$ cat src/rtl/pri_encoder_16.sv
// pri_encoder_16: captures a 16-bit request batch and drains one index per
// valid/ready handshake, lowest-first or highest-first by LSB_FIRST.
module pri_encoder_16 #(
  parameter bit LSB_FIRST = 1'b1
) (
  input  logic        clk,
  input  logic        rst_n,
  input  logic        en,
  input  logic [15:0] req,
  output logic [3:0]  out_code,
  output logic        out_valid,
  input  logic        out_ready,
  output logic        out_last,
  output logic        busy
);
  typedef enum logic {IDLE, SERVE} state_t;
  state_t      r_state;
  logic [15:0] r_pending;
  logic [3:0]  w_code;
  logic        w_single;
  logic        w_fire;
  // later iterations win, so the final match is the highest-priority bit
  always_comb begin
    w_code = '0;
    for (int i = 0; i < 16; i++) begin
      if (LSB_FIRST ? r_pending[15-i] : r_pending[i]) w_code = LSB_FIRST ? 4'(15 - i) : 4'(i);
    end
  end
  assign w_single  = (r_pending != '0) && ((r_pending & (r_pending - 16'd1)) == '0);
  assign busy      = (r_state == SERVE);
  assign out_valid = busy;
  assign out_code  = busy ? w_code : 4'd0;
  assign out_last  = busy & w_single;
  assign w_fire    = busy & out_ready;
  always_ff @(posedge clk or negedge rst_n) begin
    if (!rst_n) begin
      r_state   <= IDLE;
      r_pending <= '0;
    end else if (r_state == IDLE) begin
      if (en && (req != '0)) begin
        r_pending <= req;
        r_state   <= SERVE;
      end
    end else if (w_fire) begin
      r_pending <= r_pending & ~(16'd1 << w_code);
      if (w_single) r_state <= IDLE;
    end
  end
endmodule
$ cat config.mk
export PLATFORM = sky130hd
export DESIGN_NAME = pri_encoder_16
export DESIGN_NICKNAME = d
export VERILOG_FILES = /design/src/rtl/pri_encoder_16.sv
export SDC_FILE = /design/constraint.sdc
export NUM_CORES = 1
export LEC_CHECK = 0
export BUFFER_PORTS_ARGS = -buffer_cell sky130_fd_sc_hd__buf_2
export CORE_UTILIZATION = 49
export DETAILED_ROUTE_END_ITERATION = 6
export HOLD_SLACK_MARGIN = 0.03
export PLACE_DENSITY = 0.74
export SETUP_SLACK_MARGIN = 0.4
export SKIP_LAST_GASP = 1
export SLEW_MARGIN = 20
export SYNTH_ARGS = -nofsm -noshare
export SYNTH_HDL_FRONTEND = slang
export SYNTH_SLANG_ARGS = --single-unit
$ cat constraint.sdc
create_clock -name clk -period 1.9 [get_ports clk]
set_clock_uncertainty 0.1 [all_clocks]
set_input_delay 0.19 -clock clk [delete_from_list [all_inputs] [get_ports clk]]
set_output_delay 0.19 -clock clk [all_outputs]
set_load 0.01 [all_outputs]
==> results by group, run 1 <==
Setup path
  • WS Path Type: reg -> out
  • Crit-path leading delay family: buffers and inverters
  • Worst path required time: 1.61 ns
  • Slowest-stage cell, CP: dfrtp_2
  • Slowest Stage Delay on Critical Path: 0.49 ns
  • Data arrival, critical path: 2.38 ns
  • Worst Setup Start Kind: flop
  • Crit path max fanout: 5
  • Worst reg-to-reg path cell count: 12
  • Most common cell on crit path: buf_6
  • CP Buf/Inv Count: 4
  • Cell chain of the critical path: buf_6 -> buf_6 -> a2111oi_2 -> buf_4 -> o22ai_2 -> nor4_4 -> buf_2
  • Worst R2R Setup Slack: -0.52 ns
  • CP endpoint kind: primary output
  • RR Startpoint: r_pending[0]
  • Reg-to-Reg End: r_pending[15]

Global routing
  • Grt total ovfl: 0
  • Met2 usage in global routing: 0.783
  • Grt met3 use: 0.117
  • Initial antenna violation count: 0
  • Largest net degree at the start of global routing: 18
  • Vias in the first global route: 1877
  • GR peak layer: met2
  • GRT met1 Usage: 0.599
  • Gr usage total: 0.483
  • First-pass GRT wire length: 9680 µm

Yosys
  • #FFs+latches synth: 17
  • Synth warn: 0
  • Distinct cells, synth: 46
  • Async S/R FF share, synth: 1.00
  • Area contributors post-synth: dfrtp_1 (31%), o21ai_0 (6.3%), nand2_1 (5.2%)
  • Syn Area/Cell: 7.96 µm²
  • Post-synth top cells: nand2_1 (19), nor2_1 (18), dfrtp_1 (17), o21ai_0 (17), a21oi_1 (10)
  • Ys flop type: dfrtp_1
  • Cell Area, Synth: 0.00136 mm²
  • Syn Inst Count: 171
  • Syn nets: 191
  • Count leader, synth: nand2_1
  • Top-area cell type share of the netlist area: 0.313
  • Dominant cell type by area after synthesis: dfrtp_1
  • Number of synthesized flops with an enable pin: 0
  • Register area share after synthesis: 0.313

Power and ir drop
  • Peak VDD IR: 0.00115 V
  • Pwr Density: 954 mW/mm²
  • Pleak: 1.11 nW

Floorplanning
  • Die H: 54.7 µm
  • Initial Util: 0.535
  • CORE AREA: 0.00254 mm²
  • Die area: 0.00299 mm²
  • FP Rows: 18
  • Io pins: 27
  • Die Width: 54.7 µm

STA
  • RSZ-0062 raised after global routing: true
  • Final period util: 1.41
  • Final worst path period need: 2.67 ns
  • Least-Margin Pin Slew: 0.581 ns
  • Slew Limit Fails: 0
  • Final hold violation count: 0
  • Setup ws final: -0.772 ns
  • Max frequency: 374 MHz
  • # setup viols final: 20
  • Rel. slew slack: 0.609
  • Setup tns final: -8.88 ns

Detailed routing
  • Routed wirelength normalized by instance count: 29.8 µm
  • Vias per cell: 7.60
  • Antenna viol nets, final: 0
  • Drt first pass iters: 7
  • DRT iter0 DRCs: 214
  • Total Wirelength: 8650 µm
  • Number of remaining DRC errors: 1
  • DR vias: 2205

Clock tree
  • Clock Path Buffers: 2
  • Clock slew at reported path FFs: 0.12 ns
  • CTS Buf Count: 3
  • CTS tree: yes
  • Latest clock arrival within the worst-skew pair: 0.30 ns
  • CTS sink count: 17
  • Clk root buf: clkbuf_4
  • CTS HTree Levels: 1

Run status
  • Violations in the final reports: DRC, setup timing
  • Outcome: complete, but fails checks

Min path
  • Hold Path Depth: 3
  • Hold Crit Endpoint: r_pending[6]
  • Worst Hold Launch: req[6]
  • Worst Hold Class: in -> reg

Final layout
  • Syn-to-layout area delta: 80.1%
  • N_diodes: 0
  • Nets: 281
  • Post-Layout Inst Area: 0.00245 mm²
  • Layout cells sized above 1: 0.612
  • Fill cells: 57

Placement
  • Post-DP Area: 0.00188 mm²
  • Port Buffers: 26
  • Detailed Place HPWL: 3620 µm
  • RD Place Congestion: 0.972

Run
  • Max Cap Viol: 0
==> registers in the layout (all words and copies together) (netlist names) <==
| signal | cells |
|---|---|
| busy | 1 |
| r_pending | 16 |
==> cell usage in the layout, fill, tap and decap left out, drive strengths merged, types with 5 or more instances in the layout <==
master,count
o21ai,17
inv,6
o311ai,6
buf,98
nand2,20
nor4,9
nor3,5
nor2,18
dfrtp,17
a21oi,10
mux2i,7
==> worst max-delay path by stage <==
| stage | startpoint | endpoint | slack (ns) | cells after the start |
|---|---|---|---|---|
| after floorplan | r_pending[7] | busy | -0.13 | 7 |
| after global placement | r_pending[1] | out_last | -0.23 | 7 |
| after detailed placement | r_pending[7] | out_last | -0.33 | 6 |
| after CTS | r_pending[6] | out_last | -0.59 | 6 |
| after global routing | r_pending[1] | out_last | -0.96 | 7 |
| final | r_pending[7] | out_last | -0.77 | 7 |
==> per-layer routing <==
metal,routed length (µm),vias to the layer above
met5,0,-
met4,922,0
met3,1380,114
met2,3550,290
met1,2800,986
li1,-,815
==> tightest hold or removal path, delay by kind of cell <==
kind | cells | cell delay, ns
compound gates | 2 | 0.14
buf+inv | 1 | 0.10
==> final cells by class <==
cell class | instances | area (µm²) | area share
flip-flops and latches | 17 | 437 | 0.178
clock buffers | 4 | 26.3 | 0.0107
multi-input cells | 133 | 1150 | 0.468
repair buffers | 100 | 781 | 0.319
well taps | 30 | 37.5 | 0.0153
inverters | 6 | 22.5 | 0.00919
==> where the power goes <==
group	internal (mW)	total (mW)	switching, mW
registers	0.419	0.544	0.124
clock network	0.0817	0.218	0.136
logic	0.781	1.58	0.794
==> through the flow <==
step	hold WS [ns]	cells	util	worst slack (ns)	power, mW
floorplan	-0.206	171	-	-0.127	0.961
global placement	0.0227	260	0.739	-0.231	1.32
detailed placement	0.0313	260	0.739	-0.325	1.35
CTS	0.0311	282	0.899	-0.588	1.97
global route	0.0704	290	0.963	-0.958	2.37
finish	0.0616	290	0.963	-0.772	2.34
==> kinds of logic (layout without fill, tap and decap cells) <==
| family | after synthesis | after routing | synth area share |
|---|---|---|---|
| simple gates | 72 | 72 | 0.290 |
| compound gates | 53 | 53 | 0.267 |
| buf+inv | 21 | 110 | 0.0708 |
| flops | 17 | 17 | 0.313 |
| mux | 8 | 8 | 0.0597 |
==> timing repair <==
item / CTS / global route
gates cloned: 1 / 0
pin swaps: 9 / 6
buffers inserted: 15 / 8
endpoints found under the setup margin: 22 / 22
gates resized for setup: 50 / 31
endpoints found under the hold margin: 18 / 0
hold buffers: 2 / 0
No activity file was read; power rests on OpenSTA's default activity.
==> inputs of run 2 (changes only) <==
Settings changed: CORE_UTILIZATION 49 to 51, CTS_BUF_LIST set to sky130_fd_sc_hd__clkbuf_4, PLACE_DENSITY 0.74 to 0.77, SETUP_SLACK_MARGIN 0.4 to 0.05.
==> run 2 against run 1 <==
Effect of this change: the flow still finishes with violations (DRC, setup timing); critical path type unchanged; maximum frequency is 2.2% higher; sequential cell count stayed put; critical path depth is 1 higher; combinational power is 8% lower.
==> results by group, run 2 (same netlist as run 1, synthesis figures left out) <==
Setup path
  • Worst Setup Start Kind: flop
  • CP Buf/Inv Count: 3
  • Reg-to-Reg End: r_pending[14]
  • RR Startpoint: r_pending[5]
  • Worst R2R Setup Slack: -0.40 ns
  • Cell count along the critical path: 8
  • Most common cell on crit path: buf_4
  • Crit path max fanout: 3
  • Crit path to: out_last
  • Cell chain of the critical path: buf_4 -> buf_4 -> a222oi_1 -> nand3_1 -> a31oi_1 -> o21ai_1 -> nor4_4 -> buf_2
  • Slowest Stage Delay on Critical Path: 0.45 ns
  • Data arrival, critical path: 2.33 ns
  • CP endpoint kind: primary output
  • CP Launch Point: r_pending[7]
  • Crit-path leading delay family: compound AO/OA/AOI/OAI gates
  • Worst path required time: 1.61 ns
  • Slowest-stage cell, CP: dfrtp_1
  • Worst reg-to-reg path cell count: 10
  • WS Path Type: reg -> out

Clock tree
  • Latest clock arrival within the worst-skew pair: 0.33 ns
  • CTS tree: yes
  • Clk root buf: clkbuf_4
  • CTS HTree Levels: 1
  • Clock Path Buffers: 2
  • CTS Buf Count: 3
  • CTS sink count: 17
  • Clock slew at reported path FFs: 0.13 ns

Floorplanning
  • CORE AREA: 0.00250 mm²
  • FP Rows: 18
  • Initial Util: 0.545
  • Die H: 53.7 µm
  • Die area: 0.00288 mm²
  • Io pins: 27
  • Die Width: 53.7 µm

Final layout
  • Syn-to-layout area delta: 77.0%
  • Layout cells sized above 1: 0.546
  • Nets: 283
  • Post-Layout Inst Area: 0.00241 mm²
  • Most flops, register: r_pending
  • Fill cells: 56
  • Largest register FFs: 16
  • Most frequent cells in the layout: buf_4 (60), buf_2 (26), nand2_1 (18)
  • Commonest non-fill, non-tap cell in the layout: buf_4
  • N_diodes: 0

Power and ir drop
  • Sw Pwr: 1.01 mW
  • Pwr Total: 2.22 mW
  • Seq pwr share: 0.234
  • Int Pwr: 1.21 mW
  • Net Sw Frac: 0.453
  • Pleak: 1.10 nW
  • Peak VDD IR: 0.000882 V
  • Pwr Density: 920 mW/mm²
  • Comb pwr share: 0.658
  • Clock share of power: 0.108

STA
  • Final hold violation count: 0
  • # setup viols final: 21
  • RSZ-0062 raised after global routing: true
  • Setup ws final: -0.715 ns
  • WHS: 0.0837 ns
  • Rel. slew slack: 0.675
  • Final worst path period need: 2.62 ns
  • Setup tns final: -7.42 ns
  • Least-Margin Pin Slew: 0.482 ns
  • Max frequency: 382 MHz
  • Slew Limit Fails: 0
  • Final period util: 1.38

Detailed routing
  • Antenna viol nets, final: 0
  • DRT iter0 DRCs: 178
  • Number of remaining DRC errors: 1
  • DR vias: 2172
  • Total Wirelength: 7930 µm
  • Drt first pass iters: 7
  • Vias per cell: 7.44
  • Routed wirelength normalized by instance count: 27.2 µm

Global routing
  • Grt total ovfl: 0
  • Gr usage total: 0.433
  • First-pass GRT wire length: 8770 µm
  • Largest net degree at the start of global routing: 18
  • Initial antenna violation count: 0
  • Vias in the first global route: 1833

Placement
  • RD Place Congestion: 0.946
  • Detailed Place HPWL: 3550 µm
  • Placement Setup Slack: -0.382 ns
  • Post-DP Area: 0.00182 mm²
  • Port Buffers: 26

Run status
  • Violations in the final reports: DRC, setup timing
  • Outcome: complete, but fails checks

Run
  • Max Cap Viol: 0

Min path
  • Worst Hold Class: in -> reg
  • Hold Path Depth: 3
## run 2: cell types whose count changed in the layout (fill, tap and decap cells not counted), moves of 3 or more
cell and change:
buf_4 +5, nor2_2 -3, dfrtp_1 +3, nand3_2 -3, dfrtp_2 -3, nor2_1 +3, buf_6 -10, dlygate4sd3_1 +5
nor4_1 +3, nor4_2 -4
## run 2: metal layers
layer / vias to the layer above / GRT usage / wire [µm]
li1: 819 / - / -
met1: 975 / 0.490 / 2630
met2: 268 / 0.722 / 3430
met3: 110 / 0.130 / 1050
met4: 0 / 0.232 / 816
met5: - / 0 / 0
## run 2: per-stage QoR
step	std cells	util
2_1_floorplan	171	-
3_3_place_gp	258	0.728
3_5_place_dp	258	0.728
4_1_cts	282	0.874
5_1_grt	292	0.964
6_report	292	0.964
## run 2: layout make-up
type	count	area (µm²)	area share
clock buffer	3	22.5	0.00935
clock inverter	1	7.51	0.00312
inverter	6	22.5	0.00935
multi-input combinational	133	1110	0.459
sequential	17	433	0.180
tap	30	37.5	0.0156
timing repair buffer	102	781	0.324
## run 2: timing repair
item,CTS,global route
hold endpoints to repair,22,1
endpoints found under the setup margin,20,20
hold buffers,6,1
pin swaps,8,16
buffers inserted,14,10
cloned,1,0
gates resized for setup,38,38
## run 2: worst min path at each step
stage                 start       endpoint  slack, ns
floorplan             rst_n           busy      -0.21
global placement      rst_n   r_pending[0]       0.03
detailed placement    rst_n   r_pending[0]       0.05
CTS                 req[11]  r_pending[11]       0.03
global route         req[6]   r_pending[6]       0.09
finish               req[6]   r_pending[6]       0.08
## run 2: worst min-delay path, delay by kind of cell
family / cells / cell delay [ns]
buf+inv: 1 / 0.10
compound gates: 2 / 0.19
## run 2: power groups by stage
stage	Combinational [mW]	Sequential (mW)	Clock, mW
2_1_floorplan	0.447	0.463	0
3_5_place_dp	0.732	0.500	0
4_1_cts	1.05	0.503	0.229
6_report	1.46	0.518	0.240
5_1_grt	1.51	0.516	0.246
3_3_place_gp	0.721	0.495	0
